## src/rtl/apb_req_arbiter.sv

```systemverilog
// Round-robin arbiter that shares one APB master port between NUM_REQ requesters.
// Define APB_ARB_TIMEOUT_EN to abort ACCESS phases that exceed TIMEOUT wait cycles.
module apb_req_arbiter #(
   parameter int NUM_REQ = 4,
   parameter int ADDR_W  = 32,
   parameter int DATA_W  = 32,
   parameter int TIMEOUT = 16
) (
   input  logic                      clk,
   input  logic                      reset,
   input  logic [NUM_REQ-1:0]        req_i,
   input  logic [NUM_REQ-1:0]        req_write_i,
   input  logic [NUM_REQ*ADDR_W-1:0] req_addr_i,
   input  logic [NUM_REQ*DATA_W-1:0] req_wdata_i,
   output logic [NUM_REQ-1:0]        gnt_o,
   output logic [NUM_REQ-1:0]        done_o,
   output logic [DATA_W-1:0]         rdata_o,
   output logic                      err_o,
   output logic                      psel_o,
   output logic                      penable_o,
   output logic                      pwrite_o,
   output logic [ADDR_W-1:0]         paddr_o,
   output logic [DATA_W-1:0]         pwdata_o,
   input  logic                      pready_i,
   input  logic                      pslverr_i,
   input  logic [DATA_W-1:0]         prdata_i
);

   localparam int IDX_W = (NUM_REQ > 1) ? $clog2(NUM_REQ) : 1;

   if (NUM_REQ < 2 || NUM_REQ > 8 || TIMEOUT < 1 || TIMEOUT > 255) begin : g_param_check
      $error("apb_req_arbiter: parameter out of range");
   end

   typedef enum logic [1:0] {
      ST_IDLE   = 2'd0,
      ST_SETUP  = 2'd1,
      ST_ACCESS = 2'd2
   } state_e;

   state_e              state_r, state_s;
   logic [IDX_W-1:0]    last_grant_r, last_grant_s;
   logic [IDX_W-1:0]    winner_s;
   logic [IDX_W:0]      cand_s;
   logic                found_s;
   logic [NUM_REQ-1:0]  gnt_r, gnt_s, done_r, done_s;
   logic [DATA_W-1:0]   rdata_r, rdata_s, pwdata_r, pwdata_s;
   logic [ADDR_W-1:0]   paddr_r, paddr_s;
   logic                err_r, err_s, psel_r, psel_s, penable_r, penable_s, pwrite_r, pwrite_s;
`ifdef APB_ARB_TIMEOUT_EN
   localparam logic [7:0] TMO_LIM_C = 8'(TIMEOUT - 1);
   logic [7:0]          tmo_cnt_r, tmo_cnt_s;
`endif

   // Round-robin pick: walk candidates from farthest to nearest after last_grant so the nearest wins.
   always_comb begin
      winner_s = last_grant_r;
      cand_s   = '0;
      found_s  = |req_i;
      for (int i = NUM_REQ; i >= 1; i--) begin
         cand_s   = {1'b0, last_grant_r} + (IDX_W+1)'(i);
         cand_s   = (cand_s >= (IDX_W+1)'(NUM_REQ)) ? cand_s - (IDX_W+1)'(NUM_REQ) : cand_s;
         winner_s = req_i[cand_s[IDX_W-1:0]] ? cand_s[IDX_W-1:0] : winner_s;
      end
   end

   // Next-state and next-output logic for the IDLE/SETUP/ACCESS sequencer.
   always_comb begin
      state_s      = state_r;
      last_grant_s = last_grant_r;
      gnt_s        = '0;
      done_s       = '0;
      rdata_s      = rdata_r;
      err_s        = err_r;
      psel_s       = psel_r;
      penable_s    = penable_r;
      pwrite_s     = pwrite_r;
      paddr_s      = paddr_r;
      pwdata_s     = pwdata_r;
`ifdef APB_ARB_TIMEOUT_EN
      tmo_cnt_s    = tmo_cnt_r;
`endif
      case (state_r)
         ST_IDLE: begin
            if (found_s) begin
               state_s          = ST_SETUP;
               gnt_s[winner_s]  = 1'b1;
               last_grant_s     = winner_s;
               pwrite_s         = req_write_i[winner_s];
               paddr_s          = req_addr_i[winner_s*ADDR_W +: ADDR_W];
               pwdata_s         = req_wdata_i[winner_s*DATA_W +: DATA_W];
               psel_s           = 1'b1;
               penable_s        = 1'b0;
            end else begin
               state_s          = ST_IDLE;
            end
         end
         ST_SETUP: begin
            state_s   = ST_ACCESS;
            penable_s = 1'b1;
`ifdef APB_ARB_TIMEOUT_EN
            tmo_cnt_s = 8'd0;
`endif
         end
         ST_ACCESS: begin
            if (pready_i) begin
               state_s              = ST_IDLE;
               done_s[last_grant_r] = 1'b1;
               err_s                = pslverr_i;
               rdata_s              = pwrite_r ? {DATA_W{1'b0}} : prdata_i;
               psel_s               = 1'b0;
               penable_s            = 1'b0;
            end
`ifdef APB_ARB_TIMEOUT_EN
            // The slave has stalled TIMEOUT cycles: abort and report an error to the owner.
            else if (tmo_cnt_r == TMO_LIM_C) begin
               state_s              = ST_IDLE;
               done_s[last_grant_r] = 1'b1;
               err_s                = 1'b1;
               rdata_s              = {DATA_W{1'b0}};
               psel_s               = 1'b0;
               penable_s            = 1'b0;
            end else begin
               tmo_cnt_s            = tmo_cnt_r + 8'd1;
            end
`else
            else begin
               state_s              = ST_ACCESS;
            end
`endif
         end
         default: begin
            state_s   = ST_IDLE;
            psel_s    = 1'b0;
            penable_s = 1'b0;
         end
      endcase
   end

   // State and output registers; reset leaves requester 0 as the first winner.
   always_ff @(posedge clk) begin
      if (reset) begin
         state_r      <= ST_IDLE;
         last_grant_r <= IDX_W'(NUM_REQ - 1);
         gnt_r        <= '0;
         done_r       <= '0;
         rdata_r      <= '0;
         err_r        <= 1'b0;
         psel_r       <= 1'b0;
         penable_r    <= 1'b0;
         pwrite_r     <= 1'b0;
         paddr_r      <= '0;
         pwdata_r     <= '0;
`ifdef APB_ARB_TIMEOUT_EN
         tmo_cnt_r    <= 8'd0;
`endif
      end else begin
         state_r      <= state_s;
         last_grant_r <= last_grant_s;
         gnt_r        <= gnt_s;
         done_r       <= done_s;
         rdata_r      <= rdata_s;
         err_r        <= err_s;
         psel_r       <= psel_s;
         penable_r    <= penable_s;
         pwrite_r     <= pwrite_s;
         paddr_r      <= paddr_s;
         pwdata_r     <= pwdata_s;
`ifdef APB_ARB_TIMEOUT_EN
         tmo_cnt_r    <= tmo_cnt_s;
`endif
      end
   end

   assign gnt_o     = gnt_r;
   assign done_o    = done_r;
   assign rdata_o   = rdata_r;
   assign err_o     = err_r;
   assign psel_o    = psel_r;
   assign penable_o = penable_r;
   assign pwrite_o  = pwrite_r;
   assign paddr_o   = paddr_r;
   assign pwdata_o  = pwdata_r;

endmodule

```

## config.mk

```make
export PLATFORM = sky130hd
export DESIGN_NAME = apb_req_arbiter
export DESIGN_NICKNAME = d
export VERILOG_FILES = /design/src/rtl/apb_req_arbiter.sv
export SDC_FILE = /design/constraint.sdc
export NUM_CORES = 1
export LEC_CHECK = 0
export ABC_AREA = 1
export BUFFER_PORTS_ARGS = -buffer_cell sky130_fd_sc_hd__buf_2
export CORE_AREA = 2 2 159 161
export DETAILED_ROUTE_END_ITERATION = 12
export DIE_AREA = 0 0 161 163
export PLACE_DENSITY = 0.55
export SYNTH_ARGS = -nofsm -noshare
export SYNTH_HDL_FRONTEND = slang
export SYNTH_SLANG_ARGS = --single-unit
```

## constraint.sdc

```tcl
create_clock -name clk -period 3.44 [get_ports clk]
set_clock_uncertainty 0.1 [all_clocks]
set_input_delay 0.688 -clock clk [delete_from_list [all_inputs] [get_ports clk]]
set_output_delay 0.688 -clock clk [all_outputs]
set_load 0.05 [all_outputs]
```

# After elaboration in Yosys (flattened, before gate mapping)
# Cells that the tools add are included.
# totals
register_bits	112
input_bits	300
out_inout_bits	108
elab_cells	83
# op_classes
add_sub_neg	8
magnitude_cmp	12
eq_ne	4
shift	2
mux	31
bitwise_logic	5
n_reduce_logical	10
# op_table
cell	count
128-bit by 8-bit variable part select with 32-bit output	2
32-bit two-way mux	1
2-bit by 3-bit less-than comparator with 1-bit output, second input constant	6
2-bit two-way mux	9
3-bit >= comparator, second input constant	4
1-bit two-way mux	11
1-bit binary-select mux with 2-bit select	5
2-bit by 1-bit subtractor with 2-bit output, second input constant	4
2-bit by 2-bit adder with 3-bit output, second input constant	2
1-bit one-hot mux with 3 select lines	2
2-bit one-hot mux with 3 select lines	1
2-bit AND reduction	3
3-bit OR reduction	2
1-bit inverter	5
1-bit demux with 2-bit select	2
2-bit by 1-bit >= comparator with 1-bit output, second input constant	2
2-bit inequality test, second input constant	2
4-bit OR reduction	1
2-bit by 1-bit adder with 3-bit output, second input constant	1
2-bit by 3-bit adder with 3-bit output, second input constant	1
3-bit AND reduction	1
2-bit by 1-bit == test with 1-bit output, second input constant	1
2-bit == test, second input constant	1
1-bit logical AND	2
2-bit logical NOT	1

# Depth between registers and ports, before layout
# logic_depth
depth_word	13
mapped_depth	16
depth_no_buf	14

# Worst setup path after synthesis
# No wires, ideal clock.
# synth_timing
kind	input to register
start	input req_i[2]
end	register paddr_r[10], in the netlist paddr_o[10]
setup_ps	118
arrival_time_ps	1905
t_required_ps	3222
setup_slack_ps	1317
cell_stages	7
n_path_buf	2
cell_sequence	nor4_1 nor3_1 clkbuf_1 buf_1 nand2_1 nor2_1 nor2_1
# synth_via
elab_chain_cells	7
elab_cells_between_ends	15
cone_classes	shift (1); mux (12); reduce/logical (2)
# synth_rtl
item	line	text
from (decl)	11	input logic [NUM_REQ-1:0] req_i,
1-bit binary-select mux with 2-bit select	63	winner_s = req_i[cand_s[IDX_W-1:0]] ? cand_s[IDX_W-1:0] : winner_s;
1-bit two-way mux (implied by the code)	63	
2-bit two-way mux (4 in series)	63	
128-bit by 8-bit variable part select with 32-bit output	90	paddr_s = req_addr_i[winner_s*ADDR_W +: ADDR_W];
to (signal assigned)	167	paddr_r <= paddr_s;
to (decl)	48	logic [ADDR_W-1:0] paddr_r, paddr_s;
# Several ways; a longest one is shown, not always the timed one. The select of a mux whose other input is x is not followed.
# A chain may end at the register's enable or synchronous reset.

# Worst setup path after layout
# layout_timing
start	register last_grant_r[0]
end	register pwdata_r[7], in the netlist pwdata_o[7]
# layout_via
elab_chain_cells	10
elab_cells_between_ends	29
cone_classes	add/sub (8); order compare (4); shift (1); mux (16)
# layout_rtl
item	line	text
from (decl)	42	logic [IDX_W-1:0] last_grant_r, last_grant_s;
from (signal assigned)	144	last_grant_r <= IDX_W'(NUM_REQ - 1);
from (signal assigned)	159	last_grant_r <= last_grant_s;
2-bit by 3-bit adder with 3-bit output	61	cand_s = {1'b0, last_grant_r} + (IDX_W+1)'(i);
3-bit >= comparator / 2-bit by 1-bit subtractor with 2-bit output (equally long branches)	62	cand_s = (cand_s >= (IDX_W+1)'(NUM_REQ)) ? cand_s - (IDX_W+1)'(NUM_REQ) : cand_s;
2-bit two-way mux	62	
1-bit binary-select mux with 2-bit select	63	
1-bit two-way mux (implied by the code)	63	
2-bit two-way mux (3 in series)	63	
2-bit two-way mux *	63	
128-bit by 8-bit variable part select with 32-bit output *	91	pwdata_s = req_wdata_i[winner_s*DATA_W +: DATA_W];
to (signal assigned)	168	pwdata_r <= pwdata_s;
to (decl)	47	logic [DATA_W-1:0] rdata_r, rdata_s, pwdata_r, pwdata_s;
# Every way passes the cells marked *; elsewhere a longest branch is shown, timed or not. The select of a mux whose other input is x is not followed.

==> results.sh <==
export IMPL_antenna_found_initial=7
export IMPL_dp_cells=1643
export IMPL_critPathRequiredTime_ns=3.63
export IMPL_clock_power_share_pct=12.7
export IMPL_cp_max_fo=66
export IMPL_rsz0062_at_grt="no"
export IMPL_slowest_delay_ns=0.56
export IMPL_p_comb_share_pct=66.3
export IMPL_drt_drc_violations_left=0
export IMPL_finalCriticalPeriod_ns=2.83
export IMPL_post_place_ws_ns=0.642
export IMPL_track_usage_pct=21.1
export IMPL_totalWireLength_microns=29100
export IMPL_fillCellCount=2750
export IMPL_synth_cells_most_frequent="nand3_1, nand2_1, nor2_1, dfxtp_1, nand4_1"
export IMPL_finalMaxSlewViolations=0
export IMPL_first_pass_iters=5
export IMPL_grt_ovfl_total=0
export IMPL_yosysTopAreaCell="dfxtp_1"
export IMPL_path_clk_slew_ns=0.08
export IMPL_setup_tns_ns=0
export IMPL_crit_chain="inv_2, ha_1, inv_1, nand2_1, nand2_1, nand2_1, nand2_1, nand2_4, buf_4, nand4_1, nand3_1, nor2_1, nor2_1"
export IMPL_power_density_nw_per_um2=950
export IMPL_die_height_microns=163
export IMPL_first_global_vias=7645
export IMPL_path_common_cell="nand2_1"
export IMPL_seq_power_share_pct=21.0
export IMPL_drt_vias_per_instance=5.01
export IMPL_initialDrtViolationCount=716
export IMPL_relSlewSlack_pct=29.1
export IMPL_setup_viol=0
export IMPL_std_cell_rows=58
export IMPL_arrival_ns=3.02
export IMPL_hold_class="register to register"
export IMPL_syn_to_final_growth_pct=40.8
export IMPL_grt_max_degree=113
export IMPL_grt_pass1_wl_microns=43700
export IMPL_wl_per_cell_microns=17.5
export IMPL_cp_end_kind="register"
export IMPL_cp_start_kind="register"
export IMPL_cts_hold_buf=0
export IMPL_switching_share_pct=56.8
export IMPL_p_leak_nw=4.54
export IMPL_clock_sink_count=112
export IMPL_cp_slowest_cell="dfxtp_1"
export IMPL_asyncSetResetFlopFracSynth_pct=0
export IMPL_setup_ws_ns=0.610
export IMPL_die_w_microns=161
export IMPL_ios=408
export IMPL_status="finished clean"
export IMPL_num_vias=8340
export IMPL_ys_types=21
export IMPL_drive_above_1_share_pct=33.9
export IMPL_vdd_ir_drop_max_mv=0.632
export IMPL_synth_nets=1294
export IMPL_ant_nets=0
export IMPL_ys_warn_count=0
export IMPL_period_share_pct=82.3
export IMPL_ys_top_cells_by_area="dfxtp_1, nand3_1, nand4_1"
export IMPL_clk_insertion_delay_late_ns=0.36
export IMPL_drv_cap=0
export IMPL_worst_pin_slew_ns=1.06
export IMPL_fmax_mhz=353
export IMPL_core_sq_um=24700
export IMPL_gp_congestion=0.878
export IMPL_port_buffers=407
export IMPL_hold_viol=0
export IMPL_syn_avg_cell_area_sq_um=6.43
export IMPL_syn_inst=990
export IMPL_seq_area_frac_synth_pct=35.2
export IMPL_initial_core_util_pct=25.8
export IMPL_final_cells=1664
export IMPL_cts_max_path_buffers=2
export IMPL_yosysMostFrequentCell="nand3_1"
export IMPL_cts_tree="yes"
export IMPL_synthFlopType="dfxtp_1"
export IMPL_hpwl_microns=21200
export IMPL_synth_area_sq_um=6360
export IMPL_die_area_sq_um=26200
export IMPL_yosysTopAreaCellShare_pct=35.2
export IMPL_nets=1628
export IMPL_cts_resized=0
export IMPL_cts_setup_buffers=0
export IMPL_ys_seq_elements=112
export IMPL_synth_edf_count=0
export IMPL_cts_htree_levels=3
export IMPL_numCtsBuffers=9
export IMPL_internal_power_mw=3.67
export IMPL_clock_root_buffer="clkbuf_16"
export IMPL_p_sw_mw=4.84
export IMPL_crit_type="register to register"
-- registers in the layout (all words and copies together) (netlist names) --
register      cells
psel_o            1
gnt_o             4
penable_o         1
err_o             1
state_r           2
rdata_o          32
pwrite_o          1
pwdata_o         32
paddr_o          32
done_o            4
last_grant_r      2
-- metrics by stage --
stage          hold WS (ns)  utilization [%]  cell area [sq um]  total power [mW]
2_1_floorplan         0.447                -               6360              5.93
3_3_place_gp          0.332             35.0               8640              7.45
3_5_place_dp          0.356             35.0               8640              7.47
4_1_cts               0.368             36.2               8940              8.59
5_1_grt               0.406             36.3               8950              9.18
6_report              0.365             36.3               8960              8.51
-- worst paths after layout --
check	from	endpoint	slack (ns)	depth (start not counted)
max reg2reg	last_grant_r[0]	pwdata_o[7]	0.61	13
max	last_grant_r[0]	pwdata_o[7]	0.61	13
min reg2reg	psel_o	psel_o	0.36	2
min	psel_o	psel_o	0.36	2
-- cell usage in the layout, fill, tap and decap left out, types with 2 or more instances in the layout --
cell type / count
buf_2: 407
inv_1: 23
clkinv_8: 2
dfxtp_1: 112
buf_12: 9
nor2_1: 142
a21oi_1: 3
clkinv_2: 2
nand3_1: 232
nor2_2: 2
buf_4: 6
inv_2: 3
nand4_1: 112
nor3_1: 3
nand2_1: 144
clkbuf_16: 9
ha_1: 4
nand2_4: 3
diode_2: 5
o21ai_0: 101
-- per-layer routing --
metal	share of wire (%)	global-route usage, %
met4	1.5	4.55
met2	48	34.3
met3	7.8	5.76
met1	43	28.1
met5	0.089	0
-- layout make-up --
cell class                 instances  area (sq um)  share of cell area, %
sequential                       112          2240                   25.0
inverter                          27           103                   1.15
antenna                            5          12.5                  0.140
tap                              330           413                   4.61
multi-input combinational        752          3620                   40.5
timing repair buffer             422          2260                   25.3
clock buffer                       9           225                   2.51
clock inverter                     7          73.8                  0.824
-- worst max-delay path: cells and delay by family, from the launching register on --
kind	cells	cell delay [ns]
and+or+nand+nor	9	0.92
buffers and inverters	3	0.75
DFF	1	0.56
adders and majority gates	1	0.37
-- power groups by stage --
stage	Combinational (mW)	Clock [mW]	Sequential (mW)
3_3_place_gp	5.64	0	1.81
6_report	5.64	1.08	1.78
2_1_floorplan	3.09	0	2.84
3_5_place_dp	5.66	0	1.81
5_1_grt	6.16	1.19	1.83
4_1_cts	5.67	1.14	1.79
-- cells by family after synthesis --
family / after synthesis / share of synthesized area [%]
AND/OR/NAND/NOR: 642 / 47.1
flip-flops: 112 / 35.2
buffers and inverters: 126 / 8.46
AO/OA/AOI/OAI: 106 / 8.38
adder cells (fa/ha/maj): 4 / 0.787
Note: power is estimated with default switching activity, not from simulation.
